**src/rtl/fifo_pkg.sv**
```systemverilog
// Shared widths and types for the 128-bit FIFO read-side drain stage.
// FIFO_DW/OUT_DW are the stage's DATA_W/OUT_W; FIFO_DW must be a multiple of OUT_DW.
package fifo_pkg;

    localparam int unsigned FIFO_DW = 128;
    localparam int unsigned OUT_DW  = 32;
    localparam int unsigned LANES   = FIFO_DW / OUT_DW;

    typedef logic [$clog2(LANES)-1:0] lane_t;
    typedef logic [FIFO_DW-1:0]       word_t;
    typedef logic [OUT_DW-1:0]        beat_t;
    typedef logic [1:0]               occ_t;

    localparam lane_t LAST_LANE = lane_t'(LANES - 1);

    function automatic beat_t lane_slice(input word_t w, input lane_t l);
        return w[l*OUT_DW +: OUT_DW];
    endfunction

endpackage

```
**src/rtl/fifo_rd_unpacker_if.sv**
```systemverilog
// FIFO read port plus output beat stream of the drain stage.
// master = the unpacker; slave = FIFO/downstream environment.
interface fifo_rd_unpacker_if;
    import fifo_pkg::*;

    logic  o_rden;
    logic  i_empty;
    word_t i_rddata;
    logic  m_valid;
    logic  m_ready;
    beat_t m_data;
    logic  m_last;

    modport master (
        output o_rden,
        input  i_empty,
        input  i_rddata,
        output m_valid,
        input  m_ready,
        output m_data,
        output m_last
    );

    modport slave (
        input  o_rden,
        output i_empty,
        output i_rddata,
        input  m_valid,
        output m_ready,
        input  m_data,
        input  m_last
    );

endinterface

```
**src/rtl/fifo_word_buf.sv**
```systemverilog
// Two-entry word buffer with 1-bit wrapping pointers and an occupancy count.
// Push and pop in the same cycle leave occ unchanged; push lands in the slot not being read.
module fifo_word_buf
    import fifo_pkg::*;
(
    input  logic  clk,
    input  logic  rst,
    input  logic  push,
    input  logic  pop,
    input  word_t din,
    output word_t dout,
    output occ_t  occ
);

    word_t mem_q [2];
    logic  wr_ptr_q;
    logic  rd_ptr_q;
    occ_t  occ_q;
    occ_t  occ_d;

    always_comb begin
        occ_d = occ_q;
        unique case ({push, pop})
            2'b10:   occ_d = occ_q + 2'd1;
            2'b01:   occ_d = occ_q - 2'd1;
            default: ;
        endcase
    end

    always_ff @(posedge clk or posedge rst) begin
        if (rst) begin
            wr_ptr_q <= 1'b0;
            rd_ptr_q <= 1'b0;
            occ_q    <= '0;
        end else begin
            if (push) wr_ptr_q <= ~wr_ptr_q;
            if (pop)  rd_ptr_q <= ~rd_ptr_q;
            occ_q <= occ_d;
        end
    end

    // Data slots need no reset: occ gates everything that reads them.
    always_ff @(posedge clk) begin
        if (push) mem_q[wr_ptr_q] <= din;
    end

    assign dout = mem_q[rd_ptr_q];
    assign occ  = occ_q;

endmodule

```
**src/rtl/fifo_rd_unpacker.sv**
```systemverilog
// Drains the sync FIFO with credit-based reads and serialises each word into
// OUT_DW-bit beats, lane 0 first, on a valid/ready stream.
module fifo_rd_unpacker
    import fifo_pkg::*;
(
    input logic                clk,
    input logic                rst,
    fifo_rd_unpacker_if.master bus
);

    occ_t  occ;
    word_t head_word;
    logic  inflight_q;
    lane_t lane_q;
    lane_t lane_d;
    logic  rden;
    logic  xfer;
    logic  pop;

    // Credit counts buffered words plus the read still in the FIFO pipe, so a
    // returning word always has a free slot; m_ready never feeds this path.
    assign rden = !rst && !bus.i_empty && ((occ + occ_t'(inflight_q)) < 2'd2);

    assign bus.o_rden  = rden;
    assign bus.m_valid = (occ != '0);
    assign bus.m_data  = bus.m_valid ? lane_slice(head_word, lane_q) : '0;
    assign bus.m_last  = bus.m_valid && (lane_q == LAST_LANE);

    assign xfer = bus.m_valid && bus.m_ready;
    assign pop  = xfer && (lane_q == LAST_LANE);

    always_comb begin
        lane_d = lane_q;
        if (pop) begin
            lane_d = '0;
        end else if (xfer) begin
            lane_d = lane_q + lane_t'(1);
        end
    end

    // Reset drops inflight, so FIFO data returning after reset is never captured.
    always_ff @(posedge clk or posedge rst) begin
        if (rst) begin
            inflight_q <= 1'b0;
            lane_q     <= '0;
        end else begin
            inflight_q <= rden;
            lane_q     <= lane_d;
        end
    end

    fifo_word_buf u_word_buf (
        .clk  (clk),
        .rst  (rst),
        .push (inflight_q),
        .pop  (pop),
        .din  (bus.i_rddata),
        .dout (head_word),
        .occ  (occ)
    );

endmodule

```
**src/flat_wrapper.sv**
```systemverilog
// flat-port wrapper written by rule: the top's interface ports become plain ports
module fifo_rd_unpacker_flat import fifo_pkg::*;
  (clk, rst, bus_o_rden, bus_i_empty, bus_i_rddata, bus_m_valid, bus_m_ready, bus_m_data, bus_m_last);
  fifo_rd_unpacker_if bus_i ();
  input logic clk;
  input logic rst;
  output wire logic [$bits(bus_i.o_rden)-1:0] bus_o_rden;
  input wire logic [$bits(bus_i.i_empty)-1:0] bus_i_empty;
  input wire logic [$bits(bus_i.i_rddata)-1:0] bus_i_rddata;
  output wire logic [$bits(bus_i.m_valid)-1:0] bus_m_valid;
  input wire logic [$bits(bus_i.m_ready)-1:0] bus_m_ready;
  output wire logic [$bits(bus_i.m_data)-1:0] bus_m_data;
  output wire logic [$bits(bus_i.m_last)-1:0] bus_m_last;
  assign bus_o_rden = bus_i.o_rden;
  assign bus_i.i_empty = bus_i_empty;
  assign bus_i.i_rddata = bus_i_rddata;
  assign bus_m_valid = bus_i.m_valid;
  assign bus_i.m_ready = bus_m_ready;
  assign bus_m_data = bus_i.m_data;
  assign bus_m_last = bus_i.m_last;
  fifo_rd_unpacker u_core (.clk(clk), .rst(rst), .bus(bus_i));
endmodule
```
**config.mk**
```make
export PLATFORM = sky130hd
export DESIGN_NAME = fifo_rd_unpacker_flat
export DESIGN_NICKNAME = d
export VERILOG_FILES = /design/src/rtl/fifo_pkg.sv /design/src/rtl/fifo_rd_unpacker_if.sv /design/src/rtl/fifo_word_buf.sv /design/src/rtl/fifo_rd_unpacker.sv /design/src/flat_wrapper.sv
export SDC_FILE = /design/constraint.sdc
export NUM_CORES = 1
export LEC_CHECK = 0
export BUFFER_PORTS_ARGS = -buffer_cell sky130_fd_sc_hd__buf_2
export CORE_MARGIN = 3
export CORE_UTILIZATION = 51
export CTS_CLUSTER_SIZE = 24
export DETAILED_ROUTE_END_ITERATION = 10
export GPL_TIMING_DRIVEN = 0
export PLACE_DENSITY = 0.77
export SKIP_CTS_REPAIR_TIMING = 1
export SLEW_MARGIN = 20
export SYNTH_ARGS = -nofsm -noshare
export SYNTH_HDL_FRONTEND = slang
export SYNTH_SLANG_ARGS = --single-unit
```
**constraint.sdc**
```tcl
create_clock -name clk -period 6.3 [get_ports clk]
set_clock_uncertainty 0.1 [all_clocks]
set_input_delay 1.26 -clock clk [delete_from_list [all_inputs] [get_ports clk]]
set_output_delay 1.26 -clock clk [all_outputs]
set_load 0.03 [all_outputs]
```
==> results of run 1 <==
==> synthesized netlist by cell type, drive strengths merged (3+ instances only) <==
| cell | instances |
|---|---|
| xor2 | 3 |
| clkbuf | 3 |
| inv | 3 |
| mux2i | 128 |
| buf | 37 |
| o32ai | 32 |
| dfrtp | 7 |
| xnor2 | 3 |
| nor3 | 66 |
| edfxtp | 256 |
| or3 | 32 |
==> critical path: stages (launching register included) <==
cell and delay (ns):
dfrtp_1 0.43, inv_1 0.16, clkbuf_1 0.56, o32ai_1 0.25, or3_1 0.36, buf_2 0.19
==> placed cells by master, fill, tap and decap left out, types with 2 or more instances in the layout <==
master / n
clkbuf_1: 13
xnor2_1: 3
o32ai_1: 32
dfrtp_1: 7
clkinv_1: 4
inv_1: 3
clkinv_2: 4
clkbuf_16: 27
edfxtp_1: 256
buf_16: 4
nor3_1: 66
buf_2: 190
clkinvlp_4: 3
buf_6: 13
xor2_1: 3
buf_12: 3
or3_1: 32
ha_1: 2
diode_2: 5
mux2i_1: 128
==> flip-flops by register name (all words and copies together), names as in the netlist <==
signal / flops
u_core.u_word_buf.occ: 2
u_core.inflight_q: 1
u_core.lane_q: 2
u_core.u_word_buf.mem_q: 256
u_core.u_word_buf.rd_ptr_q: 1
u_core.u_word_buf.wr_ptr_q: 1
==> logic make-up after synthesis <==
logic type                 synth area share, %
adders and majority gates                0.240
xor gates and xnor gates                 0.505
muxes                                     12.4
and+or+nand+nor                           5.38
DFF                                       75.5
buffers and inverters                     2.78
AOI/OAI and AO/OA                         3.20
==> layer usage <==
layer / GRT usage (%) / part of all wire, % / up-vias
li1: - / - / 2771
met1: 28.2 / 40 / 3058
met2: 35.8 / 49 / 255
met3: 3.65 / 7.9 / 53
met4: 7.14 / 2.7 / 4
met5: 0 / 0.11 / -
==> power by group <==
| part | internal (mW) | total [mW] | switching, mW |
|---|---|---|---|
| sequential | 2.16 | 2.22 | 0.0646 |
| clock | 0.830 | 1.44 | 0.608 |
| combinational | 0.809 | 2.34 | 1.53 |
| total | 3.80 | 6.00 | 2.20 |
==> stage by stage <==
step	power (mW)	instance area, µm²
2_1_floorplan	3.88	10400
6_report	6.00	12600
3_3_place_gp	4.53	11600
4_1_cts	6.04	12600
3_5_place_dp	4.60	11800
5_1_grt	6.27	12600
==> cell type report <==
class                   instances  area [µm²]  share of cell area, %
flip-flops and latches        263        7860                   62.5
repair buffers                173        1000                   7.96
diodes                          5        12.5                 0.0995
inverters                       3        11.3                 0.0896
clock buffers                  37         713                   5.67
clock inverters                12        87.6                  0.697
well taps                     265         332                   2.64
plain buffers                  40         278                   2.21
multi-input cells             279        2270                   18.1
==> final timing paths <==
| kind | from | end | slack, ns | cells past startpoint |
|---|---|---|---|---|
| max | u_core.lane_q[1] | bus_m_data[26] | 2.48 | 5 |
| max in group asynchronous | rst | u_core.lane_q[1] | 5.31 | 2 |
| min | u_core.inflight_q | u_core.u_word_buf.wr_ptr_q | 0.44 | 1 |
| min reg2reg | u_core.inflight_q | u_core.u_word_buf.wr_ptr_q | 0.44 | 1 |
| min in group asynchronous | rst | u_core.inflight_q | 0.58 | 2 |
| max reg2reg | u_core.u_word_buf.wr_ptr_q | u_core.u_word_buf.mem_q[1][44] | 4.26 | 3 |
==> summary.md, run 1 <==
| Metric | Value |
|---|---|
| Post-Layout Cell Count | `1077` |
| Clock-pin slew on the worst setup and hold paths | `0.06 ns` |
| Final ANT Viol Nets | `0` |
| Min Tclk post-route | `3.82 ns` |
| Critical Path Fanout Max | `10` |
| Post-Syn Area | `10400 µm²` |
| Post-synth top area share | `73.8%` |
| Share of cells above drive strength 1 | `31.2%` |
| Grt total ovfl | `0` |
| Bufs on Longest Clock Path | `3` |
| Number of placement rows | `51` |
| Critical Path AT | `2.46 ns` |
| Setup WS pre-CTS | `3.03 ns` |
| IO Pins | `167` |
| Fillers | `1453` |
| Die height | `149 µm` |
| Fin Setup TNS | `0 ns` |
| WS Path Type | `reg -> out` |
| Final count of hold timing violations | `0` |
| Setup WS post-layout | `2.48 ns` |
| Ys Warns | `0` |
| Syn_nets | `719` |
| 1st-iter DRT viols | `475` |
| CTS root buf | `clkbuf_16` |
| Post-DP HPWL | `16.0 mm` |
| Clock H-tree levels | `1` |
| Most area-consuming cells after synthesis | `edfxtp_1, mux2i_1, nor3_1` |
| PD cells | `477 nW/µm²` |
| Max-slew headroom | `53.2%` |
| CORE AREA | `19800 µm²` |
| Clk_lat worst skew | `0.51 ns` |
| DRC viols | `0` |
| Async S/R FF share, synth | `2.66%` |
| P_leak | `4.66 nW` |
| Mean Syn Cell Area | `17.8 µm²` |
| CTS tree | `yes` |
| Finish-stage setup viols | `0` |
| Max cap viols | `0` |
| GRT Overall Usage | `21.2%` |
| Post-synth top flop | `edfxtp_1` |
| Vias | `6141` |
| Post-Syn Instances | `585` |
| Yosys reg bits | `263` |
| Routed len/inst | `22.0 µm` |
| Layout net count | `921` |
| Total Routed Length | `23.7 mm` |
| Max VDD drop | `0.411 mV` |
| Final period util | `60.7%` |
| WHS | `0.439 ns` |
| Register area share after synthesis | `75.5%` |
| # port buffers | `166` |
| Slew Limit Fails | `0` |
| CTS sink cnt | `263` |
| Inserted Clock Buffers | `27` |
| Unrepaired setup endpoints after global routing | `false` |
| Worst slew pin tran | `0.702 ns` |
| CP Data Required Time | `4.94 ns` |
| Global-route wire length before repair | `36.1 mm` |
| Die W | `149 µm` |
| Fmax achieved | `0.262 GHz` |
| Die Area | `22200 µm²` |
| Area leader, netlist | `edfxtp_1` |
| Initial antenna violation count | `3` |
| Dpl cells | `1023` |
| Worst Setup Start Kind | `register` |
| Initial Util | `52.7%` |
| Post-synth EDFFs | `256` |
| Detail-routed via count per cell | `5.70` |
| Crit end category | `output port` |
| Synth unique cells | `24` |
| Synth-to-Final Area Change | `20.7%` |
| Outcome | `complete, no violations` |
| Fin util | `63.5%` |
| Placer Congestion | `0.802` |
| 1st-pass router iterations | `5` |
| Largest net degree at the start of global routing | `57` |
| Hold Crit Class | `reg -> reg` |
| Vias in the first global route | `6603` |
Power figures use the tool's default switching activity.
==> run 2, diff against run 1 <==
--- a/config.mk
+++ b/config.mk
@@ -5,13 +5,14 @@
 export SDC_FILE = /design/constraint.sdc
 export NUM_CORES = 1
 export LEC_CHECK = 0
+export ABC_AREA = 1
 export BUFFER_PORTS_ARGS = -buffer_cell sky130_fd_sc_hd__buf_2
 export CORE_MARGIN = 3
-export CORE_UTILIZATION = 51
+export CORE_UTILIZATION = 52
 export CTS_CLUSTER_SIZE = 24
 export DETAILED_ROUTE_END_ITERATION = 10
 export GPL_TIMING_DRIVEN = 0
-export PLACE_DENSITY = 0.77
+export PLACE_DENSITY = 0.78
 export SKIP_CTS_REPAIR_TIMING = 1
 export SLEW_MARGIN = 20
 export SYNTH_ARGS = -nofsm -noshare
==> constraint.sdc (replaced) <==
create_clock -name clk -period 3.2 [get_ports clk]
set_clock_uncertainty 0.1 [all_clocks]
set_input_delay 0.64 -clock clk [delete_from_list [all_inputs] [get_ports clk]]
set_output_delay 0.64 -clock clk [all_outputs]
set_load 0.03 [all_outputs]
==> run 2 against run 1 <==
Against the previous run: hold slack worse by 0.24 ns; utilization increased by 0.87 points; sequential share of layout area down 5.4 points; final area rose by 9.4%; worst setup slack worse by 2.3 ns; non-clock buffer count rose by 15; final cell count is 53% higher; sequential cell count unchanged; highest routed layer unchanged.
==> summary.md, run 2 <==
| Metric | Value |
|---|---|
| Outcome | `complete, no violations` |
| Unrepaired setup endpoints after global routing | `false` |
| Final ANT Viol Nets | `0` |
| Async S/R FF share, synth | `2.66%` |
| IO Pins | `167` |
| Overall power | `12.4 mW` |
| Critical Path AT | `2.27 ns` |
| Top-count cell post-synth | `nand2_1` |
| 1st-pass router iterations | `5` |
| CP Data Required Time | `2.46 ns` |
| Fin Setup TNS | `0 ns` |
| Crit-path cells | `buf_2, buf_1, nand3_1, nand2_1, nor2_1, buf_2` |
| RR Startpoint | `u_core.u_word_buf.wr_ptr_q` |
| Most common cell after layout, fill and taps aside | `nand2_1` |
| Die height | `155 µm` |
| Synth top cells by count | `nand2_1, inv_1, edfxtp_1` |
| CTS sink cnt | `263` |
| Inserted Clock Buffers | `27` |
| Post-Syn Instances | `1148` |
| Yosys reg bits | `263` |
| Mean Syn Cell Area | `10.0 µm²` |
| Post-synth top area share | `66.9%` |
| Grt total ovfl | `0` |
| Largest net degree at the start of global routing | `32` |
| Clock-pin slew on the worst setup and hold paths | `0.06 ns` |
| 1st-iter DRT viols | `697` |
| Min Tclk post-route | `3.01 ns` |
| Post-Syn Area | `11500 µm²` |
| Flop-to-flop setup slack | `1.08 ns` |
| Commonest cells after routing, fill and taps aside | `nand2_1, inv_1, edfxtp_1, buf_2, nand3_1` |
| Crit path top cell by count | `buf_2` |
| DRC viols | `0` |
| Syn_nets | `1282` |
| Max cap viols | `0` |
| Synth unique cells | `16` |
| Crit-path slowest cell | `buf_1` |
| Max-slew headroom | `55.7%` |
| Dpl cell area | `12900 µm²` |
| Slowest stage delay, CP | `0.53 ns` |
| Worst Setup Start Kind | `register` |
| Clock H-tree levels | `1` |
| Initial antenna violation count | `6` |
| Critical Path Fanout Max | `10` |
| Register area share after synthesis | `68.4%` |
| WP buf/inv | `3` |
| Max reg flops | `256` |
| Setup WS pre-CTS | `0.761 ns` |
| Share of cells above drive strength 1 | `18.8%` |
| WS Path Type | `reg -> out` |
| Routed len/inst | `16.6 µm` |
| Setup WS post-layout | `0.185 ns` |
| Hold Path Sink | `u_core.inflight_q` |
| Hold Crit Class | `in -> reg` |
| Final period util | `94.2%` |
| Post-synth top flop | `edfxtp_1` |
| Placer Congestion | `0.775` |
| # port buffers | `166` |
| Final count of hold timing violations | `0` |
| Die W | `155 µm` |
| Slew Limit Fails | `0` |
| Crit end category | `output port` |
| Initial Util | `53.8%` |
| Dpl cells | `1598` |
| CORE AREA | `21400 µm²` |
| Number of placement rows | `53` |
| Global-route wire length before repair | `42.8 mm` |
| CTS root buf | `clkbuf_16` |
| Worst slew pin tran | `0.664 ns` |
| Finish-stage setup viols | `0` |
| Post-DP HPWL | `18.9 mm` |
| P_leak | `6.51 nW` |
| Most area-consuming cells after synthesis | `edfxtp_1, nand2_1, inv_1` |
| Vias in the first global route | `8399` |
| Total Routed Length | `27.3 mm` |
| Fmax achieved | `0.332 GHz` |
| Die Area | `23900 µm²` |
| Max VDD drop | `0.686 mV` |
| Bufs on Longest Clock Path | `3` |
| RR Endpoint | `u_core.u_word_buf.mem_q[1][72]` |
| Layout net count | `1487` |
| R2R cell count | `4` |
| Detail-routed via count per cell | `5.06` |
| Post-synth EDFFs | `256` |
| Critical path's top delay family | `buffers and inverters` |
| Post-Layout Cell Count | `1650` |
| WHS Path Cells | `2` |
| Area leader, netlist | `edfxtp_1` |
| PD cells | `903 nW/µm²` |
| Design area | `13800 µm²` |
| Clk_lat worst skew | `0.52 ns` |
| CTS tree | `yes` |
| Synth-to-Final Area Change | `19.7%` |
| GRT Overall Usage | `22.7%` |
| Vias | `8341` |
| Largest Register | `u_core.u_word_buf.mem_q` |
| Worst Min Path Start | `bus_i_empty` |
| Ys Warns | `0` |
==> run 2: power by group <==
part / total [mW] / internal (mW) / switching (mW)
Sequential: 4.30 / 4.19 / 0.112
Clock: 3.11 / 1.87 / 1.24
Combinational: 5.01 / 1.42 / 3.59
==> run 2: layout make-up <==
cell class	instances	area [µm²]
sequential	263	7860
fill	1671	7600
multi-input combinational	567	2380
timing repair buffer	176	1040
inverter	266	1000
clock buffer	35	706
tap	275	344
buffer	52	250
clock inverter	13	163
antenna	3	7.51
==> run 2: how the worst max path moves through the flow <==
stage	from	endpoint	slack [ns]	cells past startpoint
2_1_floorplan	u_core.u_word_buf.wr_ptr_q	u_core.u_word_buf.mem_q[1][0]	0.30	2
3_3_place_gp	u_core.inflight_q	u_core.u_word_buf.mem_q[1][69]	-0.88	2
3_5_place_dp	u_core.lane_q[1]	bus_m_data[17]	0.76	6
4_1_cts	u_core.lane_q[1]	bus_m_data[17]	0.20	6
5_1_grt	u_core.u_word_buf.rd_ptr_q	bus_m_data[22]	0.08	9
6_report	u_core.lane_q[1]	bus_m_data[21]	0.19	6
==> run 2: stage by stage <==
stage / utilization (%) / hold WS [ns]
after floorplan: - / 0.343
after global placement: 59.4 / 0.427
after detailed placement: 60.3 / 0.453
after CTS: 64.3 / -0.0477
after global routing: 64.4 / 0.186
final: 64.4 / 0.199
==> run 2: worst register-to-register path: stages (launching register included) <==
cell	delay, ns
dfrtp_1	0.44
nand2_1	0.13
clkinvlp_4	0.54
buf_12	0.42
buf_12	0.20
==> run 2: routing by layer <==
layer / vias up / share of wire, % / track usage [%]
li1: 4007 / - / -
met1: 3935 / 41 / 30.0
met2: 327 / 49 / 38.9
met3: 66 / 7.3 / 3.50
met4: 6 / 2.7 / 7.44
met5: - / 0.12 / 0
==> run 2: cells by family (layout without fill, tap and decap cells) <==
logic type | count (synthesis) | in the layout | synth area share (%)
compound gates | 5 | 5 | 0.218
xor+xnor | 4 | 4 | 0.305
fa+ha+maj | 2 | 2 | 0.218
buf+inv | 318 | 542 | 10.9
flops | 263 | 263 | 68.4
other cells | 0 | 3 | 0
simple gates | 556 | 556 | 19.9
